--- src/rtl/bram_pkg.sv ---
// Shared types and constants for the BRAM arbiter: FSM state encoding, read latency, default widths.
package bram_pkg;

   typedef enum logic [1:0] {
      IDLE = 2'd0,
      RD   = 2'd1,
      WR   = 2'd2
   } bram_state_e;

   localparam int unsigned BRAM_RD_LATENCY = 2;
   localparam int unsigned DEFAULT_ADDR_W  = 19;
   localparam int unsigned DEFAULT_DATA_W  = 8;

   function automatic bram_state_e other_state(input bram_state_e s);
      unique case (s)
         RD:      return WR;
         WR:      return RD;
         default: return IDLE;
      endcase
   endfunction

endpackage

--- src/rtl/bram_rd_pipe.sv ---
// Read-return delay line: re-times read grants by the BRAM latency and gates the returned data.
module bram_rd_pipe
   import bram_pkg::*;
#(
   parameter int unsigned DATA_W  = DEFAULT_DATA_W,
   parameter int unsigned LATENCY = BRAM_RD_LATENCY
) (
   input  logic              clk,
   input  logic              rst,
   input  logic              gnt_i,
   input  logic [DATA_W-1:0] mem2d_i,
   output logic              valid_o,
   output logic [DATA_W-1:0] data_o
);

   logic [LATENCY-1:0] vld_q, vld_d;

   always_comb begin
      vld_d    = '0;
      vld_d[0] = gnt_i;
      for (int i = 1; i < LATENCY; i++) begin
         vld_d[i] = vld_q[i-1];
      end
   end

   // Reset flushes in-flight returns so no stale valid escapes after an abort.
   always_ff @(posedge clk or posedge rst) begin
      if (rst) begin
         vld_q <= '0;
      end else begin
         vld_q <= vld_d;
      end
   end

   assign valid_o = vld_q[LATENCY-1];
   assign data_o  = valid_o ? mem2d_i : '0;

endmodule

--- src/rtl/bram_arbiter.sv ---
// Round-robin burst arbiter sharing one BRAM port between a read and a write requester.
// Optional beat statistics outputs are enabled with BRAM_ARBITER_STATS_EN.
module bram_arbiter
   import bram_pkg::*;
#(
   parameter int unsigned ADDR_W    = DEFAULT_ADDR_W,
   parameter int unsigned DATA_W    = DEFAULT_DATA_W,
   parameter int unsigned BURST_LEN = 16
) (
   input  logic              clk,
   input  logic              rst,
   input  logic              rd_req_i,
   input  logic [ADDR_W-1:0] rd_addr_i,
   output logic              rd_gnt_o,
   output logic [DATA_W-1:0] rd_data_o,
   output logic              rd_valid_o,
   input  logic              wr_req_i,
   input  logic [ADDR_W-1:0] wr_addr_i,
   input  logic [DATA_W-1:0] wr_data_i,
   output logic              wr_gnt_o,
   output logic              ena_o,
   output logic              wea_o,
   output logic [ADDR_W-1:0] addr_o,
   output logic [DATA_W-1:0] d2mem_o,
   input  logic [DATA_W-1:0] mem2d_i
`ifdef BRAM_ARBITER_STATS_EN
   ,
   output logic [31:0]       rd_beats_o,
   output logic [31:0]       wr_beats_o
`endif
);

   localparam int unsigned CNT_W = $clog2(BURST_LEN + 1);

   bram_state_e      state_q, state_d;
   logic [CNT_W-1:0] cnt_q, cnt_d;
   logic             last_wr_q, last_wr_d;
   logic             rearm_q, rearm_d;

   logic rd_gnt, wr_gnt, own_gnt;
   logic own_req, other_req, burst_end;

   always_comb begin
      rd_gnt    = 1'b0;
      wr_gnt    = 1'b0;
      own_req   = 1'b0;
      other_req = 1'b0;
      unique case (state_q)
         RD: begin
            rd_gnt    = rd_req_i & ~rearm_q;
            own_req   = rd_req_i;
            other_req = wr_req_i;
         end
         WR: begin
            wr_gnt    = wr_req_i & ~rearm_q;
            own_req   = wr_req_i;
            other_req = rd_req_i;
         end
         default: ;
      endcase
   end

   assign own_gnt   = rd_gnt | wr_gnt;
   assign burst_end = (state_q != IDLE) && !rearm_q &&
                      (!own_req || (own_gnt && cnt_q == CNT_W'(BURST_LEN - 1)));

   always_comb begin
      state_d   = state_q;
      cnt_d     = cnt_q;
      last_wr_d = last_wr_q;
      rearm_d   = 1'b0;
      if (state_q == IDLE) begin
         cnt_d = '0;
         if (rd_req_i && wr_req_i) begin
            state_d = last_wr_q ? RD : WR;
         end else if (rd_req_i) begin
            state_d = RD;
         end else if (wr_req_i) begin
            state_d = WR;
         end
      end else if (rearm_q) begin
         // One idle beat after a full burst with no competitor, then resume or hand over.
         cnt_d = '0;
         if (other_req) begin
            state_d = other_state(state_q);
         end else if (!own_req) begin
            state_d = IDLE;
         end
      end else if (burst_end) begin
         cnt_d     = '0;
         last_wr_d = (state_q == WR);
         if (other_req) begin
            state_d = other_state(state_q);
         end else if (!own_req) begin
            state_d = IDLE;
         end else begin
            rearm_d = 1'b1;
         end
      end else begin
         cnt_d = cnt_q + CNT_W'(1);
      end
   end

   always_ff @(posedge clk or posedge rst) begin
      if (rst) begin
         state_q   <= IDLE;
         cnt_q     <= '0;
         last_wr_q <= 1'b1;
         rearm_q   <= 1'b0;
      end else begin
         state_q   <= state_d;
         cnt_q     <= cnt_d;
         last_wr_q <= last_wr_d;
         rearm_q   <= rearm_d;
      end
   end

   assign rd_gnt_o = rd_gnt;
   assign wr_gnt_o = wr_gnt;
   assign ena_o    = own_gnt;
   assign wea_o    = wr_gnt;
   assign addr_o   = rd_gnt ? rd_addr_i : (wr_gnt ? wr_addr_i : '0);
   assign d2mem_o  = wr_gnt ? wr_data_i : '0;

   bram_rd_pipe #(
      .DATA_W  (DATA_W),
      .LATENCY (BRAM_RD_LATENCY)
   ) u_rd_pipe (
      .clk     (clk),
      .rst     (rst),
      .gnt_i   (rd_gnt),
      .mem2d_i (mem2d_i),
      .valid_o (rd_valid_o),
      .data_o  (rd_data_o)
   );

`ifdef BRAM_ARBITER_STATS_EN
   logic [31:0] rd_beats_q, rd_beats_d;
   logic [31:0] wr_beats_q, wr_beats_d;

   always_comb begin
      rd_beats_d = rd_beats_q + {31'd0, rd_gnt};
      wr_beats_d = wr_beats_q + {31'd0, wr_gnt};
   end

   always_ff @(posedge clk or posedge rst) begin
      if (rst) begin
         rd_beats_q <= '0;
         wr_beats_q <= '0;
      end else begin
         rd_beats_q <= rd_beats_d;
         wr_beats_q <= wr_beats_d;
      end
   end

   assign rd_beats_o = rd_beats_q;
   assign wr_beats_o = wr_beats_q;
`endif

endmodule

--- config.mk ---
export PLATFORM = sky130hd
export DESIGN_NAME = bram_arbiter
export DESIGN_NICKNAME = d
export VERILOG_FILES = /design/src/rtl/bram_pkg.sv /design/src/rtl/bram_rd_pipe.sv /design/src/rtl/bram_arbiter.sv
export SDC_FILE = /design/constraint.sdc
export NUM_CORES = 1
export LEC_CHECK = 0
export CAP_MARGIN = 15
export CORE_MARGIN = 3
export CORE_UTILIZATION = 31
export CTS_CLUSTER_SIZE = 10
export DETAILED_ROUTE_END_ITERATION = 7
export HOLD_SLACK_MARGIN = 0.02
export PLACE_DENSITY_LB_ADDON = 0.3
export SLEW_MARGIN = 20
export SYNTH_ARGS = -nofsm -noshare
export SYNTH_HDL_FRONTEND = slang
export SYNTH_SLANG_ARGS = --single-unit
--- constraint.sdc ---
create_clock -name clk -period 4.4 [get_ports clk]
set_clock_uncertainty 0.15 [all_clocks]
set_input_delay 1.1 -clock clk [delete_from_list [all_inputs] [get_ports clk]]
set_output_delay 1.1 -clock clk [all_outputs]
set_load 0.05 [all_outputs]
* Yosys cells after proc, flatten, opt, wreduce, memory -nomap -nowiden
Index checks and enable logic that the tools add are counted.
** Storage, ports and cells
- Register bits after elaboration :: 11
- Bits of input ports :: 58
- Output and inout port bits :: 40
- Word-level logic and storage cells :: 53
** Operators by class
- Add/sub/neg operators :: 1
- Equality and inequality tests :: 4
- Muxes and demuxes :: 26
- Bitwise gates (word level) :: 5
- Reduce and logical (&&, ||, !) cells :: 12
** Operators with widths (number)
- $mux 19 :: 2
- $mux 2 :: 9
- $mux 8 :: 2
- $mux 5 :: 3
- $mux 1 :: 7
- $add 5x1->5 const B :: 1
- $eq 5x4->1 const B :: 1
- $logic_and 1x1->1 :: 4
- $ne 4x3->1 const B :: 1
- $pmux 1 s2 :: 2
- $pmux 2 s2 :: 1
- $reduce_and 3->1 :: 1
- $reduce_bool 3->1 :: 1
- $and 1x1->1 :: 2
- $eq 2x1->1 const B :: 1
- $eq 2x2->1 const B :: 1
- $logic_not 1->1 :: 2
- $logic_not 2->1 :: 1
- $not 1->1 :: 2
- $reduce_and 2->1 :: 1
- $reduce_bool 2->1 :: 1
- $logic_or 1x1->1 :: 1
- $or 1x1->1 :: 1

* Logic depth before layout (Yosys ltp)
Gate-level depths: netlist of run 1.
- Depth after elaboration :: 10
- Mapped depth :: 8
- Depth with buffers taken out :: 6

* Cells and area by module
From an unflattened synthesis of run 1, not the netlist that was laid out.
** Unflattened totals
- Cell total of the unflattened synthesis :: 100
- Area, all modules :: 924.6 µm²
** By module, submodules not included
- bram_arbiter :: times used 1, cells each 89, area each 820.8 µm², seq. area each 226.5 µm²
- bram_rd_pipe :: times used 1, cells each 11, area each 103.8 µm², seq. area each 50.0 µm²

* Worst setup path before layout of run 1
OpenSTA, ideal clock, no wires.
- Kind :: input -> output
- From :: in wr_req_i
- To :: out addr_o[10]
- Arrival :: 2.548 ns
- Data required time :: 3.150 ns
- Slack :: 0.602 ns
- Stages on the path :: 7
- Buffers on the path :: 3
- Cell sequence :: buf_2 -> nand2_2 -> nor2_4 -> and2_4 -> buf_12 -> buf_12 -> a22o_1
** Between the ends
- Word-level cells in the longest chain between the ends :: 4
** RTL lines
- start: declaration :: RTL line bram_arbiter.sv:17 : input logic wr_req_i,
- $and 1x1->1 :: RTL line bram_arbiter.sv:55 : wr_gnt = wr_req_i & ~rearm_q;
- $mux 1 :: RTL line bram_arbiter.sv:48 : unique case (state_q)
- net wea_o :: RTL line bram_arbiter.sv:22 : output logic wea_o,
- $mux 19 (2 in a row) :: RTL line bram_arbiter.sv:122 : assign addr_o = rd_gnt ? rd_addr_i : (wr_gnt ? wr_addr_i : '0);
- end: declaration :: RTL line bram_arbiter.sv:23 : output logic [ADDR_W-1:0] addr_o,
The timed path passes the listed nets, and every way through them passes these cells.

* Worst setup path in the final report of run 1
- From :: in wr_req_i
- To :: out addr_o[7]
** Between the ends
- Word-level cells in the longest chain between the ends :: 4
** RTL lines (RTL line)
- $and 1x1->1 :: bram_arbiter.sv:55
- $mux 1 :: bram_arbiter.sv:48
- $mux 19 (2 in a row) :: bram_arbiter.sv:122
No other way between the ends.

==> results of run 1 <==
-- power by group through the flow --
stage | combinational, mW | clock [mW] | sequential [mW]
2_1_floorplan | 0.466 | 0 | 0.136
3_3_place_gp | 0.751 | 0 | 0.133
3_5_place_dp | 0.766 | 0 | 0.135
4_1_cts | 0.767 | 0.0676 | 0.133
5_1_grt | 0.801 | 0.0741 | 0.135
6_report | 0.763 | 0.0657 | 0.133
-- per-stage QoR --
stage | total power, mW | hold WS, ns | cell area [sq um]
2_1_floorplan | 0.603 | 0.181 | 968
3_3_place_gp | 0.884 | 0.183 | 2110
3_5_place_dp | 0.901 | 0.187 | 2110
4_1_cts | 0.967 | 0.203 | 2130
5_1_grt | 1.01 | 0.207 | 2130
6_report | 0.961 | 0.200 | 2130
-- routing by layer --
layer  up-vias  GRT usage [%]
li1        557              -
met1       527           19.1
met2        44           35.6
met3         4           3.72
met4         0           4.24
met5         -              0
-- critical path, cell delays in order --
cell	delay (ns)
clkdlybuf4s50_1	0.65
nand2_2	0.12
nor2_4	0.19
and2_4	0.31
a22o_1	0.23
buf_12	0.15
-- final cells by class --
type	count	area, sq um	area share, %
Timing Repair Buffer	98	1150	54.0
Multi-Input combinational cell	80	603	28.3
Sequential cell	11	277	13.0
Tap cell	42	52.6	2.46
Clock buffer	3	22.5	1.06
Inverter	6	22.5	1.06
Clock inverter	1	5.00	0.235
-- registers in the layout, summed over array words and instances, names as in the netlist --
register         cells
cnt_q                5
state_q              2
u_rd_pipe.vld_q      2
last_wr_q            1
rearm_q              1
-- cells in the final DEF, fill, tap and decap left out, drive strengths merged, types with 3 or more instances in the layout --
| cell type | n |
|---|---|
| a21oi | 3 |
| a22o | 20 |
| and2 | 17 |
| buf | 32 |
| clkbuf | 3 |
| clkdlybuf4s50 | 66 |
| dfrtp | 10 |
| ha | 5 |
| inv | 6 |
| nand2 | 6 |
| nor2 | 11 |
| o21ai | 3 |
-- worst max-delay path by stage --
stage / to / cells after the start / slack [ns]
finish: addr_o[7] / 6 / 0.39
CTS: addr_o[7] / 6 / 0.40
floorplan: addr_o[10] / 7 / 0.60
global route: addr_o[7] / 6 / 0.28
global placement: addr_o[12] / 6 / 0.49
detailed placement: addr_o[7] / 6 / 0.41
-- kinds of logic after synthesis --
family | synth area share (%)
AOI/OAI and AO/OA | 25.1
xor gates and xnor gates | 1.81
adders and majority gates | 6.46
buffers and inverters | 9.17
DFF | 28.6
muxes | 3.23
and+or+nand+nor | 25.7
==> summary.txt, run 1 <==
STA
  – Relative slew slack: approximately 66%
  – FMAX: about 250 MHz
  – Worst slew pin tran: 0.512 ns
  – Final worst setup slack: 0.391 ns
  – Max Slew Vio Count: 0
  – Setup TNS: 0 ns
  – RSZ-0062 raised after global routing: false
  – Min Clock Period, post-route: around 4.0 ns
  – Final hold vios: 0
  – Final setup viols: 0
  – Period utilisation layout: 91.1%

Logic synthesis
  – Synth top area share: 25.8%
  – Synth top cells by count: a22o_1, dfrtp_1, nor2_1
  – Seq cells post-synth: 11
  – Leading area contributor after synthesis: dfrtp_1
  – Synth async-reset ratio: 100%
  – Most numerous cell in the Yosys netlist: a22o_1
  – Post-synthesis cell count: roughly 100
  – Top_reg_cell synth: dfrtp_1
  – Largest cells by area after synthesis: dfrtp_1, a22o_1, ha_1
  – Post-synth EDFFs: 0
  – Number of distinct library cells after synthesis: 33
  – Cell area after synthesis: approximately 970 sq um
  – Syn Area/Cell: around 9.3 sq um
  – Post-synthesis net count: 167
  – Sequential cell area fraction in the yosys report: 28.6%
  – Yosys warnings: 0

Critical path
  – Reg-to-reg slack, setup: between 2 and 2.5 ns
  – Nature of the critical path endpoint: output port
  – Startpoint types: primary input
  – Worst-case reg-to-reg path depth: 6
  – Crit path DAT: ~2.8 ns
  – Reg2Reg Launch Point: cnt_q[0]
  – Critical path class: in2out
  – Crit Path Max Fanout: 19
  – Start point of the critical path: wr_req_i
  – WP data required: ~3.2 ns
  – Reg-to-Reg End: state_q[1]

Clock tree
  – Worst-Skew Late Latency: between 0.2 and 0.3 ns
  – Hold-fix buffers, CTS: 0
  – Post-CTS setup buffers: 0
  – Clock sinks: 11
  – Post-CTS resize count: 0
  – Num CTS Buffers: 3
  – Reg clk slew, reported paths: roughly 0.070 ns
  – H-tree depth: 1
  – Clk buf depth: 2
  – Root Driver: clkbuf_4
  – CTS tree: done

GRT
  – First-pass GRT wire length: 5180 um
  – Initial antenna violation count: 0
  – GRT Residual Overflow: 0
  – Largest net degree at the start of global routing: 22
  – Number of global-route vias before repair: 1090
  – All-Layer GR Usage: around 18%

Floorplanning
  – Overall die height: slightly above 60 um
  – Die area: ~3800 sq um
  – Effective utilization at floorplan: approximately a third
  – Core Region: approximately 2900 sq um
  – Core Rows: 19
  – Ports: slightly below 100
  – Die W: between 60 and 70 um

Pwr
  – Power Dens Cells: between 400 and 500 nW/um^2
  – Switch share: approximately half
  – Switching power of the nets: roughly 0.47 mW
  – Static leakage: just over 0.9 nW
  – Worst ir drop on vdd: approximately 0.00025 V
  – Flop pwr share: 13.8%
  – Combinational fraction of design power: approximately 79%
  – P_int: about 0.5 mW
  – Clock share of power: 6.8%

Worst hold path
  – Hold path cells: 0
  – Hold wc startpoint: u_rd_pipe.vld_q[0]
  – Hold Crit Class: reg2reg
  – Hold Path End: u_rd_pipe.vld_q[1]

Routing
  – Post-DRT Antenna Nets: 0
  – DR pass1 iterations: 4
  – Met1 WL: roughly 1200 um
  – Top sig layer: met4
  – Routed WL: 3760 um
  – Metal2 WL: about 2200 um
  – Routed via count: about 1.1k
  – Drt wl/cell: between 15 and 20 um
  – DRC viols: 0
  – Vias per inst: 4.70
  – Wire length on met3: 290 um
  – First DRT Iteration DRCs: 30

Cells and area
  – Final #Nets: between 200 and 300
  – # fillers: between 200 and 250
  – Ant. Diodes: 0
  – Share of cells above drive strength 1: a little over a quarter
  – Fin cells: ~240
  – Fin util: about three quarters
  – Synth-to-Final Area Change: 120%

Placement
  – DPL Wire Length: approximately 3300 um
  – Gpl congestion: ~0.77
  – Dpl ws: about 0.41 ns
  – Port Buffers: 97
  – Inst Count DP: ~240

Run
  – Maxcap violations: 0

Outcome
  – Status: complete, no violations
(Power assumes the default switching activity.)
==> run 2: changes to the inputs <==
--- a/config.mk
+++ b/config.mk
@@ -11,7 +11,7 @@
 export CTS_CLUSTER_SIZE = 10
 export DETAILED_ROUTE_END_ITERATION = 7
 export HOLD_SLACK_MARGIN = 0.02
-export PLACE_DENSITY_LB_ADDON = 0.3
+export PLACE_DENSITY = 0.95
 export SLEW_MARGIN = 20
 export SYNTH_ARGS = -nofsm -noshare
 export SYNTH_HDL_FRONTEND = slang
==> run 2 against run 1 <==
  * Final area did not move
  * Clock power is 4.3% higher
  * Combinational power is essentially flat
  * Final cell count stayed put
  * Count of clock-buffer cells in the layout is the same
  * Total power grew 0.42%
  * Non-clock buffer count did not move
  * Worst hold slack got worse by 0.00056 ns
  * Sequential share of layout area unchanged
  * Global-route usage about the same
  * Fmax barely moved
  * Largest cell class unchanged
==> summary.txt, run 2 (synthesized netlist as in run 1, its figures left out) <==
Critical path
  – Nature of the critical path endpoint: output port
  – Crit path DAT: 2.76 ns (about the same)
  – Startpoint types: primary input
  – Worst-case reg-to-reg path depth: 6 (unchanged)
  – WP data required: 3.15 ns (about the same)
  – Crit Path Max Fanout: 19 (unchanged)
  – Worst-path cell chain: clkdlybuf4s50_1, nand2_2, nor2_4, and2_4, a22o_1, buf_12
  – Slowest cell on crit path: clkdlybuf4s50_1
  – Critical path class: in2out
  – Largest stage delay on the critical path: 0.64 ns (about the same)

Worst hold path
  – Hold Crit Class: reg2reg
  – Hold path cells: 0 (unchanged)

Floorplanning
  – Die area: 3830 sq um (unchanged)
  – Core Rows: 19 (unchanged)
  – Effective utilization at floorplan: 33.7% (unchanged)
  – Ports: 98 (unchanged)
  – Die W: 61.9 um (unchanged)
  – Core Region: 2880 sq um (unchanged)
  – Overall die height: 61.9 um (unchanged)

Pwr
  – Worst ir drop on vdd: 0.000265 V (+3.9%)
  – Flop pwr share: 13.8% (about the same)
  – Static leakage: 0.932 nW (unchanged)
  – Switch share: 49.5% (+0.18 points)
  – Power Dens Cells: 452 nW/um^2 (+0.42%)
  – Clock share of power: 7.1% (+0.3 points)
  – P_int: 0.488 mW (about the same)
  – Switching power of the nets: 0.477 mW (+0.78%)
  – Combinational fraction of design power: 79.1% (-0.3 points)

Run
  – Maxcap violations: 0 (unchanged)

Placement
  – Port Buffers: 97 (unchanged)
  – DPL Wire Length: 3020 um (-9.7%)
  – Gpl congestion: 0.776 (+1.3%)

Cells and area
  – Final #Nets: 263 (unchanged)
  – Biggest register: cnt_q
  – Most common cell after layout, fill and taps aside: clkdlybuf4s50_1
  – Most frequent cells in the layout: clkdlybuf4s50_1, buf_12, a22o_1, buf_4
  – Synth-to-Final Area Change: 120% (unchanged)
  – Max FFs per register: 5 (unchanged)
  – Ant. Diodes: 0 (unchanged)
  – Largest regs: cnt_q (5), state_q (2), u_rd_pipe.vld_q (2)
  – Share of cells above drive strength 1: 26.1% (unchanged)

STA
  – Final hold vios: 0 (unchanged)
  – RSZ-0062 raised after global routing: false
  – WHS: 0.200 ns (-0.000562 ns)
  – Period utilisation layout: 91.1% (about the same)
  – Worst slew pin tran: 0.493 ns (-0.0193 ns)
  – Relative slew slack: 67.0% (+1.3 points)
  – Min Clock Period, post-route: 4.01 ns (-0.000286 ns)
  – Max Slew Vio Count: 0 (unchanged)
  – Setup TNS: 0 ns (unchanged)
  – FMAX: 249 MHz (about the same)
  – Final setup viols: 0 (unchanged)

Clock tree
  – Post-CTS setup buffers: 0 (unchanged)
  – Clk buf depth: 2 (unchanged)
  – Post-CTS resize count: 0 (unchanged)
  – Clock sinks: 11 (unchanged)
  – CTS tree: done
  – Num CTS Buffers: 3 (unchanged)
  – Hold-fix buffers, CTS: 0 (unchanged)
  – Root Driver: clkbuf_4
  – H-tree depth: 1 (unchanged)
  – Worst-Skew Late Latency: 0.27 ns (about the same)
  – Reg clk slew, reported paths: 0.07 ns (about the same)

GRT
  – GRT Residual Overflow: 0 (unchanged)
  – First-pass GRT wire length: 5000 um (-3.6%)
  – Largest net degree at the start of global routing: 22 (unchanged)
  – Number of global-route vias before repair: 1154 (+5.9%)
  – All-Layer GR Usage: 18.0% (-0.023 points)
  – Initial antenna violation count: 0 (unchanged)

Routing
  – Routed WL: 3480 um (-7.7%)
  – Drt wl/cell: 14.4 um (-7.7%)
  – Post-DRT Antenna Nets: 0 (unchanged)
  – DR pass1 iterations: 4 (unchanged)
  – Vias per inst: 4.75 (+1.1%)
  – DRC viols: 0 (unchanged)
  – Routed via count: 1145 (+1.1%)
  – First DRT Iteration DRCs: 31 (+3.3%)

Outcome
  – Status: complete, no violations
run 2: worst max-delay path, delay by kind of cell:
family                 cells  cell delay, ns
AO/OA/AOI/OAI              1            0.22
AND/OR/NAND/NOR            3            0.63
buffers and inverters      2            0.79
run 2: cell type report:
type                            count  area [sq um]
Clock buffer                        3          22.5
Sequential cell                    11           277
Multi-Input combinational cell     80           603
Tap cell                           42          52.6
Timing Repair Buffer               98          1150
Clock inverter                      1          5.00
Fill cell                         216           743
Inverter                            6          22.5
run 2: metal layers:
layer	GRT usage [%]	share of wire, %	vias up	wire [um]
li1	-	-	560	-
met1	17.4	32	512	1110
met2	30.3	52	69	1800
met3	10.3	14	4	499
met4	9.09	1.9	0	67
met5	0	0	-	0
run 2: final timing paths:
path / slack [ns] / endpoint / start
max: 0.39 / addr_o[3] / wr_req_i
min: 0.20 / u_rd_pipe.vld_q[1] / u_rd_pipe.vld_q[0]
max reg2reg: 2.50 / state_q[0] / cnt_q[0]
min reg2reg: 0.20 / u_rd_pipe.vld_q[1] / u_rd_pipe.vld_q[0]
max in group asynchronous: 2.81 / last_wr_q / rst
min in group asynchronous: 0.97 / state_q[1] / rst
run 2: through the flow:
| stage | utilization [%] | setup slack (ns) | cell area (sq um) | std cells | power, mW |
|---|---|---|---|---|---|
| after floorplan | - | 0.602 | 968 | 104 | 0.603 |
| after global placement | 73.2 | 0.478 | 2110 | 237 | 0.888 |
| after detailed placement | 73.2 | 0.416 | 2110 | 237 | 0.901 |
| after CTS | 74.2 | 0.406 | 2130 | 241 | 0.972 |
| after global routing | 74.2 | 0.302 | 2130 | 241 | 1.01 |
| final | 74.2 | 0.391 | 2130 | 241 | 0.965 |
run 2: power by group through the flow:
| stage | Combinational [mW] | Clock (mW) | Sequential [mW] |
|---|---|---|---|
| 6_report | 0.764 | 0.0685 | 0.133 |
| 5_1_grt | 0.803 | 0.0750 | 0.135 |
| 4_1_cts | 0.768 | 0.0704 | 0.133 |
| 2_1_floorplan | 0.466 | 0 | 0.136 |
| 3_5_place_dp | 0.766 | 0 | 0.136 |
| 3_3_place_gp | 0.754 | 0 | 0.134 |
==> run 3: changes to the inputs <==
--- a/config.mk
+++ b/config.mk
@@ -10,6 +10,7 @@
 export CORE_UTILIZATION = 31
 export CTS_CLUSTER_SIZE = 10
 export DETAILED_ROUTE_END_ITERATION = 7
+export GPL_TIMING_DRIVEN = 0
 export HOLD_SLACK_MARGIN = 0.02
 export PLACE_DENSITY = 0.95
 export SLEW_MARGIN = 20
==> run 3 against run 2 <==
  * Register-to-register slack lost 0.04 ns
  * Combinational power shrank 9.7%
  * Count of clock-buffer cells in the layout grew 1
  * Sequential power is essentially flat
  * Clock power shrank 3%
  * Via count grew 1.0%
  * Final cell count grew 1.7%
  * Setup slack lost 0.18 ns
  * Non-clock buffer count grew 4
  * Flip-flop and latch count is the same
  * Wire length shrank 5.2%
  * First-iteration DRC count shrank 42%
  * Largest cell class unchanged
  * Largest power group unchanged
==> summary.txt, run 3 (synthesized netlist as in run 1, its figures left out) <==
Routing
  – Drt wl/cell: 13.4 um (-6.7%)
  – DR pass1 iterations: 4 (unchanged)
  – Routed via count: 1157 (+1.0%)
  – DRC viols: 0 (unchanged)
  – Routed WL: 3300 um (-5.2%)
  – Vias per inst: 4.72 (-0.60%)
  – First DRT Iteration DRCs: 18 (-42%)
  – Post-DRT Antenna Nets: 0 (unchanged)

Clock tree
  – Hold-fix buffers, CTS: 0 (unchanged)
  – Post-CTS resize count: 0 (unchanged)
  – H-tree depth: 1 (unchanged)
  – Num CTS Buffers: 3 (unchanged)
  – Clock sinks: 11 (unchanged)
  – Post-CTS setup buffers: 0 (unchanged)
  – Clk buf depth: 2 (unchanged)
  – Worst-Skew Late Latency: 0.27 ns (about the same)
  – CTS tree: done
  – Root Driver: clkbuf_4
  – Reg clk slew, reported paths: 0.06 ns (about the same)

Pwr
  – Worst ir drop on vdd: 0.000245 V (-7.4%)
  – Power Dens Cells: 445 nW/um^2 (-1.7%)
  – Static leakage: 0.835 nW (-10%)

Floorplanning
  – Effective utilization at floorplan: 33.7% (unchanged)
  – Ports: 98 (unchanged)
  – Core Region: 2880 sq um (unchanged)
  – Die area: 3830 sq um (unchanged)
  – Overall die height: 61.9 um (unchanged)
  – Die W: 61.9 um (unchanged)
  – Core Rows: 19 (unchanged)

Cells and area
  – Fin util: 69.5% (-4.7 points)
  – Synth-to-Final Area Change: 106%
  – Fin cells: 245 (+1.7%)
  – # fillers: 209 (-3.2%)
  – Max FFs per register: 5 (unchanged)
  – Ant. Diodes: 0 (unchanged)
  – Most common cell after layout, fill and taps aside: clkdlybuf4s50_1
  – Final #Nets: 267 (+1.5%)
  – Most frequent cells in the layout: clkdlybuf4s50_1, a22o_1, nor2_1, dfrtp_1
  – Share of cells above drive strength 1: 12.3% (-14 points)
  – Largest regs: cnt_q (5), state_q (2), u_rd_pipe.vld_q (2)
  – Biggest register: cnt_q
  – Post-route design area: 2000 sq um (-6.3%)

STA
  – FMAX: 239 MHz (-4.3%)
  – Final worst setup slack: 0.209 ns (-0.182 ns)
  – Period utilisation layout: 95.2% (+4.1 points)
  – Setup TNS: 0 ns (unchanged)
  – Final hold vios: 0 (unchanged)
  – Final setup viols: 0 (unchanged)
  – Worst slew pin tran: 0.536 ns (+0.0426 ns)
  – Min Clock Period, post-route: 4.19 ns (+0.182 ns)
  – RSZ-0062 raised after global routing: false
  – Max Slew Vio Count: 0 (unchanged)
  – Relative slew slack: 64.2% (-2.8 points)

Critical path
  – WP data required: 3.15 ns (about the same)
  – Critical path class: in2out
  – Nature of the critical path endpoint: output port
  – Crit-path most repeated cell: buf_12
  – Worst-path cell chain: buf_2, nand2_2, nor2_4, and2_4, buf_12, buf_12, a22o_1, clkdlybuf4s50_1
  – Reg2Reg Launch Point: cnt_q[0]
  – Largest stage delay on the critical path: 0.83 ns (+0.19 ns)
  – Crit Path Max Fanout: 11 (-8)
  – Crit path DAT: 2.94 ns (+0.18 ns)
  – Start point of the critical path: wr_req_i
  – Slowest cell on crit path: clkdlybuf4s50_1
  – Startpoint types: primary input

Worst hold path
  – Hold Crit Class: reg2reg
  – Hold wc startpoint: u_rd_pipe.vld_q[0]

GRT
  – First-pass GRT wire length: 4680 um (-6.3%)
  – Initial antenna violation count: 0 (unchanged)
  – Number of global-route vias before repair: 1097 (-4.9%)
  – Largest net degree at the start of global routing: 12 (-45%)
  – GRT Residual Overflow: 0 (unchanged)
  – All-Layer GR Usage: 16.4% (-1.6 points)

Run
  – Maxcap violations: 0 (unchanged)

Placement
  – Inst Count DP: 241 (+1.7%)
  – DPL Wire Length: 2760 um (-8.8%)
  – Gpl congestion: 0.787 (+1.3%)
  – Dpl ws: 0.205 ns (-0.211 ns)
  – Port Buffers: 95 (-2.1%)
  – Post-placement cell area: 1970 sq um (-6.4%)

Outcome
  – Status: complete, no violations
## run 3: cell types whose count changed in the layout (fill, tap and decap cells not counted), sizes merged
cell	delta
clkdlybuf4s50	+29
buf	-26
clkbuf	+2
clkinv	-1
## run 3: final cells by class
| cell class | count | area [sq um] | area share, % |
|---|---|---|---|
| Timing Repair Buffer | 95 | 951 | 47.6 |
| Multi-Input combinational cell | 80 | 603 | 30.2 |
| Sequential cell | 11 | 277 | 13.8 |
| Buffer | 7 | 66.3 | 3.32 |
| Tap cell | 42 | 52.6 | 2.63 |
| Clock buffer | 4 | 26.3 | 1.31 |
| Inverter | 6 | 22.5 | 1.13 |
## run 3: critical path: cells and delay by family
family,cells,cell delay (ns)
buf+inv,4,1.24
simple gates,3,0.48
compound gates,1,0.13
## run 3: per-stage QoR
| step | hold slack, ns | power [mW] |
|---|---|---|
| 6_report | 0.201 | 0.889 |
| 5_1_grt | 0.208 | 0.938 |
| 4_1_cts | 0.203 | 0.896 |
| 3_5_place_dp | 0.188 | 0.827 |
| 3_3_place_gp | 0.187 | 0.816 |
| 2_1_floorplan | 0.181 | 0.603 |
## run 3: worst paths after layout
path,slack (ns),to,cells after the start
setup / recovery,0.21,addr_o[8],8
hold / removal,0.20,u_rd_pipe.vld_q[1],0
max in group asynchronous,2.83,last_wr_q,2
hold reg to reg,0.20,u_rd_pipe.vld_q[1],0
setup reg to reg,2.46,state_q[0],6
min in group asynchronous,0.96,cnt_q[2],2
## run 3: metal layers
metal  part of all wire, %  GRT usage, %
met1                    36          17.2
met2                    51          29.0
met3                    13          7.44
met4                  0.88          5.45
met5                     0             0
## run 3: where the power goes
| part | leakage, nW | switching, mW | internal, mW |
|---|---|---|---|
| combinational | 0.673 | 0.414 | 0.276 |
| sequential | 0.147 | 0.0102 | 0.122 |
| clock | 0.0150 | 0.0316 | 0.0351 |
| total | 0.835 | 0.456 | 0.433 |
